[src/rtl/prop_eller_pkg.sv]
// Shared types and helpers for the preceded_by_window past-time checker.
package prop_eller_pkg;

    typedef enum logic [1:0] {
        DISABLED = 2'd0,
        WARMUP   = 2'd1,
        CHECKING = 2'd2
    } chk_state_t;

    localparam int MAX_HIST = 32;

    // Increment value, holding at the all-ones value of a width-bit counter.
    function automatic logic [MAX_HIST-1:0] sat_inc(input logic [MAX_HIST-1:0] value,
                                                    input int unsigned width);
        logic [MAX_HIST-1:0] max_v;
        max_v = {MAX_HIST{1'b1}} >> (MAX_HIST - width);
        if (value >= max_v) begin
            sat_inc = max_v;
        end else begin
            sat_inc = value + 32'd1;
        end
    endfunction

endpackage

[src/rtl/event_history.sv]
// Shift register of past precond samples plus the OR over the accepted window.
module event_history
    import prop_eller_pkg::*;
#(
    parameter int MIN_DLY = 1,
    parameter int MAX_DLY = 4
) (
    input  logic             clk,
    input  logic             rst,
    input  logic             clr,
    input  logic             din,
    output logic [MAX_DLY:1] hist,
    output logic             hit
);

    logic [MAX_DLY:1] hist_r;
    logic             hit_s;

    // hist_r[k] holds din sampled k edges ago; clr flushes everything.
    always_ff @(posedge clk or posedge rst) begin
        if (rst) begin
            hist_r <= '0;
        end else if (clr) begin
            hist_r <= '0;
        end else begin
            hist_r[1] <= din;
            for (int k = 2; k <= MAX_DLY; k++) begin
                hist_r[k] <= hist_r[k-1];
            end
        end
    end

    // Window hit uses the pre-shift contents, so a same-edge din never qualifies.
    always_comb begin
        hit_s = 1'b0;
        for (int k = MIN_DLY; k <= MAX_DLY; k++) begin
            hit_s = hit_s | hist_r[k];
        end
    end

    assign hist = hist_r;
    assign hit  = hit_s;

endmodule

[src/rtl/preceded_by_window.sv]
// Past-time checker: every prop must follow a precond by MIN_DLY..MAX_DLY cycles.
// Optional macro PRECEDED_BY_WINDOW_PASS_CNT_EN adds the pass_count output.
module preceded_by_window
    import prop_eller_pkg::*;
#(
    parameter int MIN_DLY = 1,
    parameter int MAX_DLY = 4,
    parameter int CNT_W   = 8
) (
    input  logic             clk,
    input  logic             rst,
    input  logic             enable_cond,
    input  logic             precond,
    input  logic             prop,
    output logic             sample,
    output logic             fail,
    output logic             fail_seen,
    output logic [CNT_W-1:0] fail_count
`ifdef PRECEDED_BY_WINDOW_PASS_CNT_EN
    ,
    output logic [CNT_W-1:0] pass_count
`endif
);

    localparam int WCNT_W = $clog2(MAX_HIST);

    if (MIN_DLY < 1 || MAX_DLY < MIN_DLY || MAX_DLY > MAX_HIST ||
        CNT_W < 1 || CNT_W > MAX_HIST) begin : g_bad_cfg
        $error("preceded_by_window: illegal MIN_DLY/MAX_DLY/CNT_W combination");
    end

    chk_state_t        state_r, next_state_s;
    logic [WCNT_W-1:0] warm_cnt_r, next_cnt_s;
    logic [MAX_DLY:1]  hist_s;
    logic              hit_s;
    logic              sample_s, fail_s;
    logic              unused_s;

    event_history #(
        .MIN_DLY (MIN_DLY),
        .MAX_DLY (MAX_DLY)
    ) u_history (
        .clk  (clk),
        .rst  (rst),
        .clr  (~enable_cond),
        .din  (precond),
        .hist (hist_s),
        .hit  (hit_s)
    );

    // The raw history vector is exported for probing; only the window OR drives decisions.
    assign unused_s = ^hist_s;

    // State and warm-up counter registers.
    always_ff @(posedge clk or posedge rst) begin
        if (rst) begin
            state_r    <= DISABLED;
            warm_cnt_r <= '0;
        end else begin
            state_r    <= next_state_s;
            warm_cnt_r <= next_cnt_s;
        end
    end

    // Next state and the pass/fail decision for the prop sampled at this edge.
    always_comb begin
        next_state_s = state_r;
        next_cnt_s   = warm_cnt_r;
        sample_s     = 1'b0;
        fail_s       = 1'b0;
        if (!enable_cond) begin
            next_state_s = DISABLED;
            next_cnt_s   = '0;
        end else begin
            case (state_r)
                DISABLED: begin
                    next_state_s = WARMUP;
                    next_cnt_s   = '0;
                end
                WARMUP: begin
                    sample_s = prop & hit_s;
                    if (warm_cnt_r == WCNT_W'(MAX_DLY - 1)) begin
                        next_state_s = CHECKING;
                    end else begin
                        next_cnt_s = warm_cnt_r + WCNT_W'(1'b1);
                    end
                end
                CHECKING: begin
                    sample_s = prop & hit_s;
                    fail_s   = prop & ~hit_s;
                end
                default: begin
                    next_state_s = DISABLED;
                    next_cnt_s   = '0;
                end
            endcase
        end
    end

    // Registered pulses, sticky flag and saturating failure counter.
    always_ff @(posedge clk or posedge rst) begin
        if (rst) begin
            sample     <= 1'b0;
            fail       <= 1'b0;
            fail_seen  <= 1'b0;
            fail_count <= '0;
        end else begin
            sample <= sample_s;
            fail   <= fail_s;
            if (fail_s) begin
                fail_seen  <= 1'b1;
                fail_count <= CNT_W'(sat_inc(MAX_HIST'(fail_count), CNT_W));
            end
        end
    end

`ifdef PRECEDED_BY_WINDOW_PASS_CNT_EN
    // Saturating count of pass pulses, so vacuous runs are visible.
    always_ff @(posedge clk or posedge rst) begin
        if (rst) begin
            pass_count <= '0;
        end else if (sample_s) begin
            pass_count <= CNT_W'(sat_inc(MAX_HIST'(pass_count), CNT_W));
        end
    end
`endif

endmodule

[config.mk]
export PLATFORM = sky130hd
export DESIGN_NAME = preceded_by_window
export DESIGN_NICKNAME = d
export VERILOG_FILES = /design/src/rtl/prop_eller_pkg.sv /design/src/rtl/event_history.sv /design/src/rtl/preceded_by_window.sv
export SDC_FILE = /design/constraint.sdc
export NUM_CORES = 1
export LEC_CHECK = 0
export CELL_PAD_IN_SITES_DETAIL_PLACEMENT = 1
export CELL_PAD_IN_SITES_GLOBAL_PLACEMENT = 2
export CORE_UTILIZATION = 33
export CTS_CLUSTER_DIAMETER = 100
export DETAILED_ROUTE_END_ITERATION = 6
export PLACE_DENSITY = 0.8
export SETUP_SLACK_MARGIN = 0.02
export SLEW_MARGIN = 20
export SYNTH_ARGS = -nofsm -noshare
export SYNTH_HDL_FRONTEND = slang
export SYNTH_HIERARCHICAL = 1
export SYNTH_SLANG_ARGS = --single-unit
[constraint.sdc]
create_clock -name clk -period 2.15 [get_ports clk]
set_input_delay 0.3225 -clock clk [delete_from_list [all_inputs] [get_ports clk]]
set_output_delay 0.3225 -clock clk [all_outputs]
set_load 0.005 [all_outputs]
### Yosys cells after proc, flatten, opt, wreduce, memory -nomap -nowiden

Cells that the tools add are included.

| storage, ports and cells | value |
|---|---|
| output and inout bits | 11 |
| register bits | 22 |
| logic and storage cells | 38 |

| cells by class | value |
|---|---|
| $add $sub $neg | 2 |
| equal/unequal tests | 6 |
| multiplexer cells | 12 |
| bitwise operators | 6 |
| reductions and logical operators | 4 |
| magnitude comparators | 1 |

Operators with widths:

| kind | count |
|---|---|
| 5-bit two-way mux | 2 |
| 5-bit one-hot mux with 2 select lines | 1 |
| 8-bit by 1-bit adder with 8-bit output, second input constant | 1 |
| 8-bit greater-or-equal comparator, second input constant | 1 |
| 8-bit two-way mux | 1 |
| 3-bit inequality test, second input constant | 2 |
| 2-bit one-hot mux with 3 select lines | 1 |
| 5-bit by 1-bit adder with 5-bit output, second input constant | 1 |
| 5-bit by 2-bit equality test with 1-bit output, second input constant | 1 |
| 1-bit two-way mux | 4 |
| 2-bit two-way mux | 2 |
| 4-bit two-way mux | 1 |
| 2-bit AND reduction | 2 |
| 1-bit bitwise OR | 3 |
| 1-bit AND | 2 |
| 2-bit by 1-bit equality test with 1-bit output, second input constant | 1 |
| 2-bit equality test, second input constant | 1 |
| 2-bit logical NOT | 1 |
| 2-bit inequality test, second input constant | 1 |
| 2-bit OR reduction | 1 |
| 1-bit inverter | 1 |

### Logic depth before layout (Yosys ltp)

Gate-level depths: netlist of run 1.

| depth | value |
|---|---|
| depth in word-level cells | 7 |
| mapped depth | 7 |

### By module

The synthesis of run 1 kept the hierarchy.

Modules (own cells, without submodules):

| module | area an instance (um^2) | cells each | seq. area each (um^2) | times used |
|---|---|---|---|---|
| preceded_by_window | 959.7 | 98 | 450.4 | 1 |
| event_history | 136.4 | 10 | 100.1 | 1 |

### Least setup slack after synthesis of run 1

Ideal clock, no wire load.

| path | value |
|---|---|
| path kind | register to register |
| start point | register u_history.hist_r, in the netlist u_history/hist[2] |
| end point | register fail_count[7] |
| stages on the path, launching flop included | 6 |
| data required time | 2025 ps |
| setup time | 125 ps |
| path slack | 225 ps |
| clock period less this slack | 1925 ps |
| arrival | 1800 ps |
| cell sequence | dfrtp_1 -> or4_1 -> nand4b_1 -> buf_2 -> nor4_2 -> mux2_2 |

| between the ends | value |
|---|---|
| longest elaborated chain between the ends | 7 |

Ends and longest elaborated chain:

| element | RTL line | text |
|---|---|---|
| start: declaration | event_history.sv:16 | `logic [MAX_DLY:1] hist_r;` |
| start signal: indexed assignment | event_history.sv:28 | `hist_r[k] <= hist_r[k-1];` |
| 1-bit bitwise OR (3 in a row) | event_history.sv:37 | `hit_s = hit_s \| hist_r[k];` |
| net hit_s | preceded_by_window.sv:35 | `logic hit_s;` |
| 1-bit inverter | preceded_by_window.sv:90 | `fail_s = prop & ~hit_s;` |
| 1-bit AND | preceded_by_window.sv:90 |  |
| 1-bit two-way mux | preceded_by_window.sv:75 | `case (state_r)` |
| 1-bit two-way mux | preceded_by_window.sv:71 | `if (!enable_cond) begin` |
| end signal: assignment | preceded_by_window.sv:112 | `fail_count <= CNT_W'(sat_inc(MAX_HIST'(fail_count), CNT_W));` |
| end: declaration | preceded_by_window.sv:18 | `output logic [CNT_W-1:0] fail_count` |

The timed path passes the listed nets, and every way through them passes these cells.
A chain may end at the register's enable or synchronous reset.

### Worst setup path in the final report of run 1

Ends and elaborated chain as after synthesis.

==> impl_results.md, run 1 <==
- Status: completed
- Post-synthesis compound-gate area fraction: 11.8%
- Initial Util: 35.3%
- Synth Register Bits: 22
- GRT Total Usage: 14.7%
- CP Cell Sequence: or4_1, nand4b_1, nor4_2, mux2_2
- Syn avg cell area: 10.1 µm²
- Synth Instances: 108
- Largest family of logic cells by synthesized area: simple AND/OR/NAND/NOR gates
- Detailed-route wire length: 2200 µm
- Initial antenna violation count: 0
- Switch share: 24.2%
- XOR/XNOR share of the synthesized area: 0.799%
- DRC Markers: 0
- Worst hold slack: 202 ps
- Sink Count: 22
- Post-layout net count: 138
- Slowest cell on crit path: or4_1
- Post-synthesis async set-or-reset flop share: 100%
- CTS Root Cell: clkbuf_4
- RSZ-0062 raised after global routing: yes
- Vias in the first global route: 855
- Simple-gate share of the synthesized area: 24.5%
- Total number of vias: 865
- N_diodes: 0
- Net switching power: 184 µW
- Sequential area share after synthesis: 50.2%
- Clock skew: 8.73 ps
- Pwr Total: 760 µW
- Leakage: 0.614 nW
- Fmax: 0.493 GHz
- Chip height: 59.6 µm
- CTS tree: yes
- Data required, critical path: 2350 ps
- Combinational power share: 13.1%
- Fin crit share: 94.3%
- Post-synthesis mux area share: 2.85%
- Prevailing post-synth register cell: dfrtp_1
- Final min period: 2030 ps
- Arrival time worst endpoint: 2230 ps
- I/O Buffers: 15
- Pins Over Slew Limit: 0
- Global route overflow: 0
- Drt pass-1 iters: 3
- Boundary Pins: 16
- Mapped Nets: 118
- Synth top area share: 50.2%
- Type of the worst min-delay path: in -> async
- Clock network latency to the later pin of the worst-skew pair: 300 ps
- Seq pwr share: 57.4%
- Cell Area, Synth: 0.00110 mm²
- Final TNS setup: 0 ps
- CP Buf/Inv Count: 0
- Yosys cell types: 36
- Max-slew headroom: 81.5%
- VDD IR-drop max: 0.298 mV
- Hold Buf Count CTS: 0
- Final HPWL DP: 1690 µm
- Post-Synth Adder-Cell Area: 5.71%
- CP top delay family: simple AND/OR/NAND/NOR gates
- Inst Count DP: 167
- Area grow syn2layout: 23.1%
- CP peak stage delay: 530 ps
- Clock slew at reported path FFs: 130 ps
- WL per Instance: 12.9 µm
- Worst Tran Pin Value: 278 ps
- Share of cells above drive strength 1: 10.2%
- Final design utilization: 43.5%
- Internal: 576 µW
- Yosys warnings: 6
- Area contributors post-synth: dfrtp_1, ha_1, nand2_1
- CTS Buf Count: 3
- CP endpoint kind: flop
- Max capacitance violation total: 0
- Clk pwr share: 29.5%
- Vias per inst: 5.06
- FILL cells: 377
- Post-synth EDFFs: 0
- CTS Buffer Depth: 2
- Crit Path Category: reg -> reg
- Non-Filler Instances: 171
- Crit start category: flop
- H-tree depth: 1
- Final Hold Fails: 0
- DIE AREA: 0.00356 mm²
- Placer Congestion: 0.735
- First DRT Iteration DRCs: 22
- Rows: 20
- Area leader, netlist: dfrtp_1
- Post-DRT Antenna Nets: 0
- Core area: 0.00310 mm²
- Final-report setup violation count: 0
- Worst-path fanout max: 6
- First-pass GRT wire length: 3890 µm
- Die width: 59.6 µm
- PwrDens: 564 mW/mm²
- Largest net degree at the start of global routing: 19
## Yosys cell counts, types with 2 or more instances
cell / instances
a21oi_1: 6
o22ai_1: 3
ha_1: 5
dfrtp_1: 22
nand2b_1: 3
inv_1: 7
buf_2: 3
nor2b_1: 5
nor2_1: 2
a31oi_1: 2
or4_1: 2
and4_1: 2
nand3_1: 7
nand2_1: 13
o21ai_0: 4
mux2i_1: 2
## power by group through the flow
stage	registers [mW]	logic (mW)	clock network, mW
3_3_place_gp	0.444	0.100	0
4_1_cts	0.437	0.102	0.237
6_report	0.437	0.0995	0.224
3_5_place_dp	0.445	0.103	0
5_1_grt	0.440	0.113	0.253
2_1_floorplan	0.442	0.0741	0
## state kept, by name, summed over array words and instances (netlist names)
register	cells
sample	1
fail_seen	1
warm_cnt_r	5
u_history/hist	4
fail	1
state_r	2
fail_count	8
## cell usage in the layout (no fill, tap or decap), types with 2 or more instances in the layout
cell             synthesis  layout
o22ai_1                  3       3
ha_1                     5       5
o21ai_0                  4       4
or4_1                    2       2
inv_1                    7       6
nor2_1                   2       2
dfrtp_1                 22      22
buf_4                    0       4
clkdlybuf4s50_1          0      15
a21oi_1                  6       6
clkbuf_4                 0       3
nand2b_1                 3       3
nand2_1                 13      13
mux2i_1                  2       2
a31oi_1                  2       2
nor2b_1                  5       5
nand3_1                  7       7
and4_1                   2       2
## final timing paths
check                                   from           endpoint  slack [ps]  cells past startpoint
max                        u_history/hist[2]      fail_count[7]         120                      4
min                                      rst  u_history/hist[3]         200                      2
max reg2reg                u_history/hist[2]      fail_count[7]         120                      4
min reg2reg                        fail_seen          fail_seen         490                      1
max in group asynchronous                rst         state_r[1]        1590                      3
min in group clk                   fail_seen          fail_seen         490                      1
## metal layers
| layer | vias up | wire length (µm) | global-route usage (%) |
|---|---|---|---|
| li1 | 424 | - | - |
| met1 | 428 | 1070 | 19.0 |
| met2 | 11 | 1050 | 25.2 |
| met3 | 2 | 54 | 1.97 |
| met4 | 0 | 19 | 4.98 |
| met5 | - | 0 | 0 |
## worst register-to-register path: cells and delay by family, from the launching register on
kind             cells  cell delay, ps
AND/OR/NAND/NOR      3            1170
multiplexers         1             360
flip-flops           1             400
## cell families after synthesis
family          count (synthesis)
fa+ha+maj                       5
buf+inv                        11
simple gates                   45
flops                          22
xor+xnor                        1
mux                             3
compound gates                 21
## cell type report
cell class / count / area (µm²) / share of cell area [%]
well taps: 44 / 55.1 / 4.08
repair buffers: 19 / 180 / 13.4
inverters: 7 / 26.3 / 1.95
multi-input cells: 75 / 500 / 37.1
flip-flops and latches: 22 / 551 / 40.8
clock buffers: 4 / 36.3 / 2.69
## per-stage QoR
stage / instance area [µm²] / setup WS (ps)
2_1_floorplan: 1100 / 225
3_3_place_gp: 1310 / 189
3_5_place_dp: 1310 / 120
4_1_cts: 1350 / 106
5_1_grt: 1350 / 15.3
6_report: 1350 / 123
## what timing repair did
item,4_1_cts,5_1_grt
endpoints found under the setup margin,0,5
buffers inserted,0,0
resized for setup,0,1
No activity file was read; power rests on OpenSTA's default activity.
==> run 2, diff against run 1 <==
--- a/config.mk
+++ b/config.mk
@@ -10,8 +10,10 @@
 export CORE_UTILIZATION = 33
 export CTS_CLUSTER_DIAMETER = 100
 export DETAILED_ROUTE_END_ITERATION = 6
+export GPL_TIMING_DRIVEN = 0
 export PLACE_DENSITY = 0.8
 export SETUP_SLACK_MARGIN = 0.02
+export SKIP_CTS_REPAIR_TIMING = 1
 export SLEW_MARGIN = 20
 export SYNTH_ARGS = -nofsm -noshare
 export SYNTH_HDL_FRONTEND = slang
==> run 2 against run 1 <==
Against the previous run:
- worst setup slack worse by 64 ps
- final cell count unchanged
- power up 1.3%
- wire length increased by 7.3%
- die area unchanged
- sequential cell count did not move
- critical path type unchanged
==> impl_results.md, run 2 (synthesis gave the netlist of run 1 again) <==
- Clock slew at reported path FFs: 130 ps
- Arrival time worst endpoint: 2300 ps
- Final design utilization: 43.3%
- Detailed-route wire length: 2360 µm
- Switch share: 25.3%
- Placer Congestion: 0.748
- Fmax: 0.478 GHz
- Core area: 0.00310 mm²
- R2R setup slack: 60 ps
- CTS Buf Count: 3
- Crit Path Category: reg -> reg
- DIE AREA: 0.00356 mm²
- CTS tree: yes
- Global route overflow: 0
- WL per Instance: 13.8 µm
- Share of cells above drive strength 1: 8.66%
- Fin crit share: 97.3%
- Post-layout net count: 138
- Final min period: 2090 ps
- Pwr Total: 770 µW
- Vias per inst: 5.12
- First-pass GRT wire length: 3930 µm
- DRC Markers: 0
- Final HPWL DP: 1720 µm
- Leakage: 0.615 nW
- H-tree depth: 1
- Max capacitance violation total: 0
- CTS Root Cell: clkbuf_4
- Net switching power: 195 µW
- Clock network latency to the later pin of the worst-skew pair: 310 ps
- Internal: 575 µW
- Initial Util: 35.3%
- Wl on met1: 1170 µm
- Area grow syn2layout: 22.6%
- RSZ-0062 raised after global routing: no
- Combinational power share: 13.0%
- WL met2: 1110 µm
- VDD IR-drop max: 0.261 mV
- Die width: 59.6 µm
- Drt pass-1 iters: 3
- Most common cell after layout, fill and taps aside: dfrtp_1
- Post-DRT Antenna Nets: 0
- GRT Total Usage: 15.1%
- CTS Buffer Depth: 2
- Non-Filler Instances: 171
- Final-report setup violation count: 0
- I/O Buffers: 15
- PwrDens: 573 mW/mm²
- Total number of vias: 875
- Vias in the first global route: 846
- Clk pwr share: 30.2%
- N_diodes: 0
- Clock skew: 3.23 ps
- Pins Over Slew Limit: 0
- Most frequent cells in the layout: dfrtp_1, clkdlybuf4s50_1, nand2_1
- Boundary Pins: 16
- Data required, critical path: 2360 ps
- Rows: 20
- Number of flip-flops under the largest register name: 8
- Type of the worst min-delay path: in -> async
- Initial antenna violation count: 0
- Worst Tran Pin Value: 747 ps
- WL met3: 52 µm
- Top sig layer: met4
- Max-slew headroom: 50.1%
- First DRT Iteration DRCs: 30
- Worst-path fanout max: 10
- Top reg by flops: fail_count
- CP endpoint kind: flop
- Final TNS setup: 0 ps
- Crit start category: flop
- Sink Count: 22
- Inst Count DP: 167
- Status: completed
- Seq pwr share: 56.7%
- Largest net degree at the start of global routing: 19
- Final Hold Fails: 0
- Chip height: 59.6 µm
## run 2: cell count changes in the layout (fill, tap and decap cells not counted)
cell,change
buf_2,+2
buf_6,+1
buf_4,-4
clkbuf_1,+1
inv_2,-1
inv_1,+1
## run 2: per-layer routing
metal / up-vias / GRT usage (%)
met5: - / 0
li1: 424 / -
met2: 11 / 23.3
met4: 0 / 7.31
met1: 438 / 20.5
met3: 2 / 2.62
## run 2: final timing paths
| kind | depth (start not counted) | end | from |
|---|---|---|---|
| setup / recovery | 5 | fail_count[7] | u_history/hist[2] |
| hold / removal | 2 | u_history/hist[3] | rst |
| setup reg to reg | 5 | fail_count[7] | u_history/hist[2] |
| hold reg to reg | 1 | fail_seen | fail_seen |
| max in group asynchronous | 2 | fail_count[1] | rst |
| min in group clk | 1 | fail_seen | fail_seen |
## run 2: worst max-delay path: stages, from the launching register on
cell and delay, ps:
dfrtp_1 400, or4_1 560, nand4b_1 250, buf_6 180, nor4_2 260, mux2_2 360
## run 2: power by group through the flow
stage | logic [mW] | registers (mW) | clock network, mW
CTS | 0.102 | 0.437 | 0.239
global placement | 0.0995 | 0.444 | 0
floorplan | 0.0741 | 0.442 | 0
finish | 0.100 | 0.437 | 0.233
detailed placement | 0.102 | 0.445 | 0
global route | 0.116 | 0.438 | 0.257
## run 2: cell type report
| class | count | area, µm² |
|---|---|---|
| Sequential cell | 22 | 551 |
| Multi-Input combinational cell | 75 | 500 |
| Tap cell | 44 | 55.1 |
| Timing Repair Buffer | 15 | 150 |
| Fill cell | 382 | 1760 |
| Clock buffer | 4 | 36.3 |
| Buffer | 4 | 25.0 |
| Inverter | 7 | 26.3 |
## run 2: stage by stage
stage | hold slack, ps | area (µm²) | worst slack (ps)
floorplan | 88.6 | 1100 | 225
global placement | 449 | 1300 | 99.9
detailed placement | 456 | 1300 | 70.4
CTS | 202 | 1340 | 24.0
global route | 212 | 1340 | 20.4
finish | 204 | 1340 | 58.3
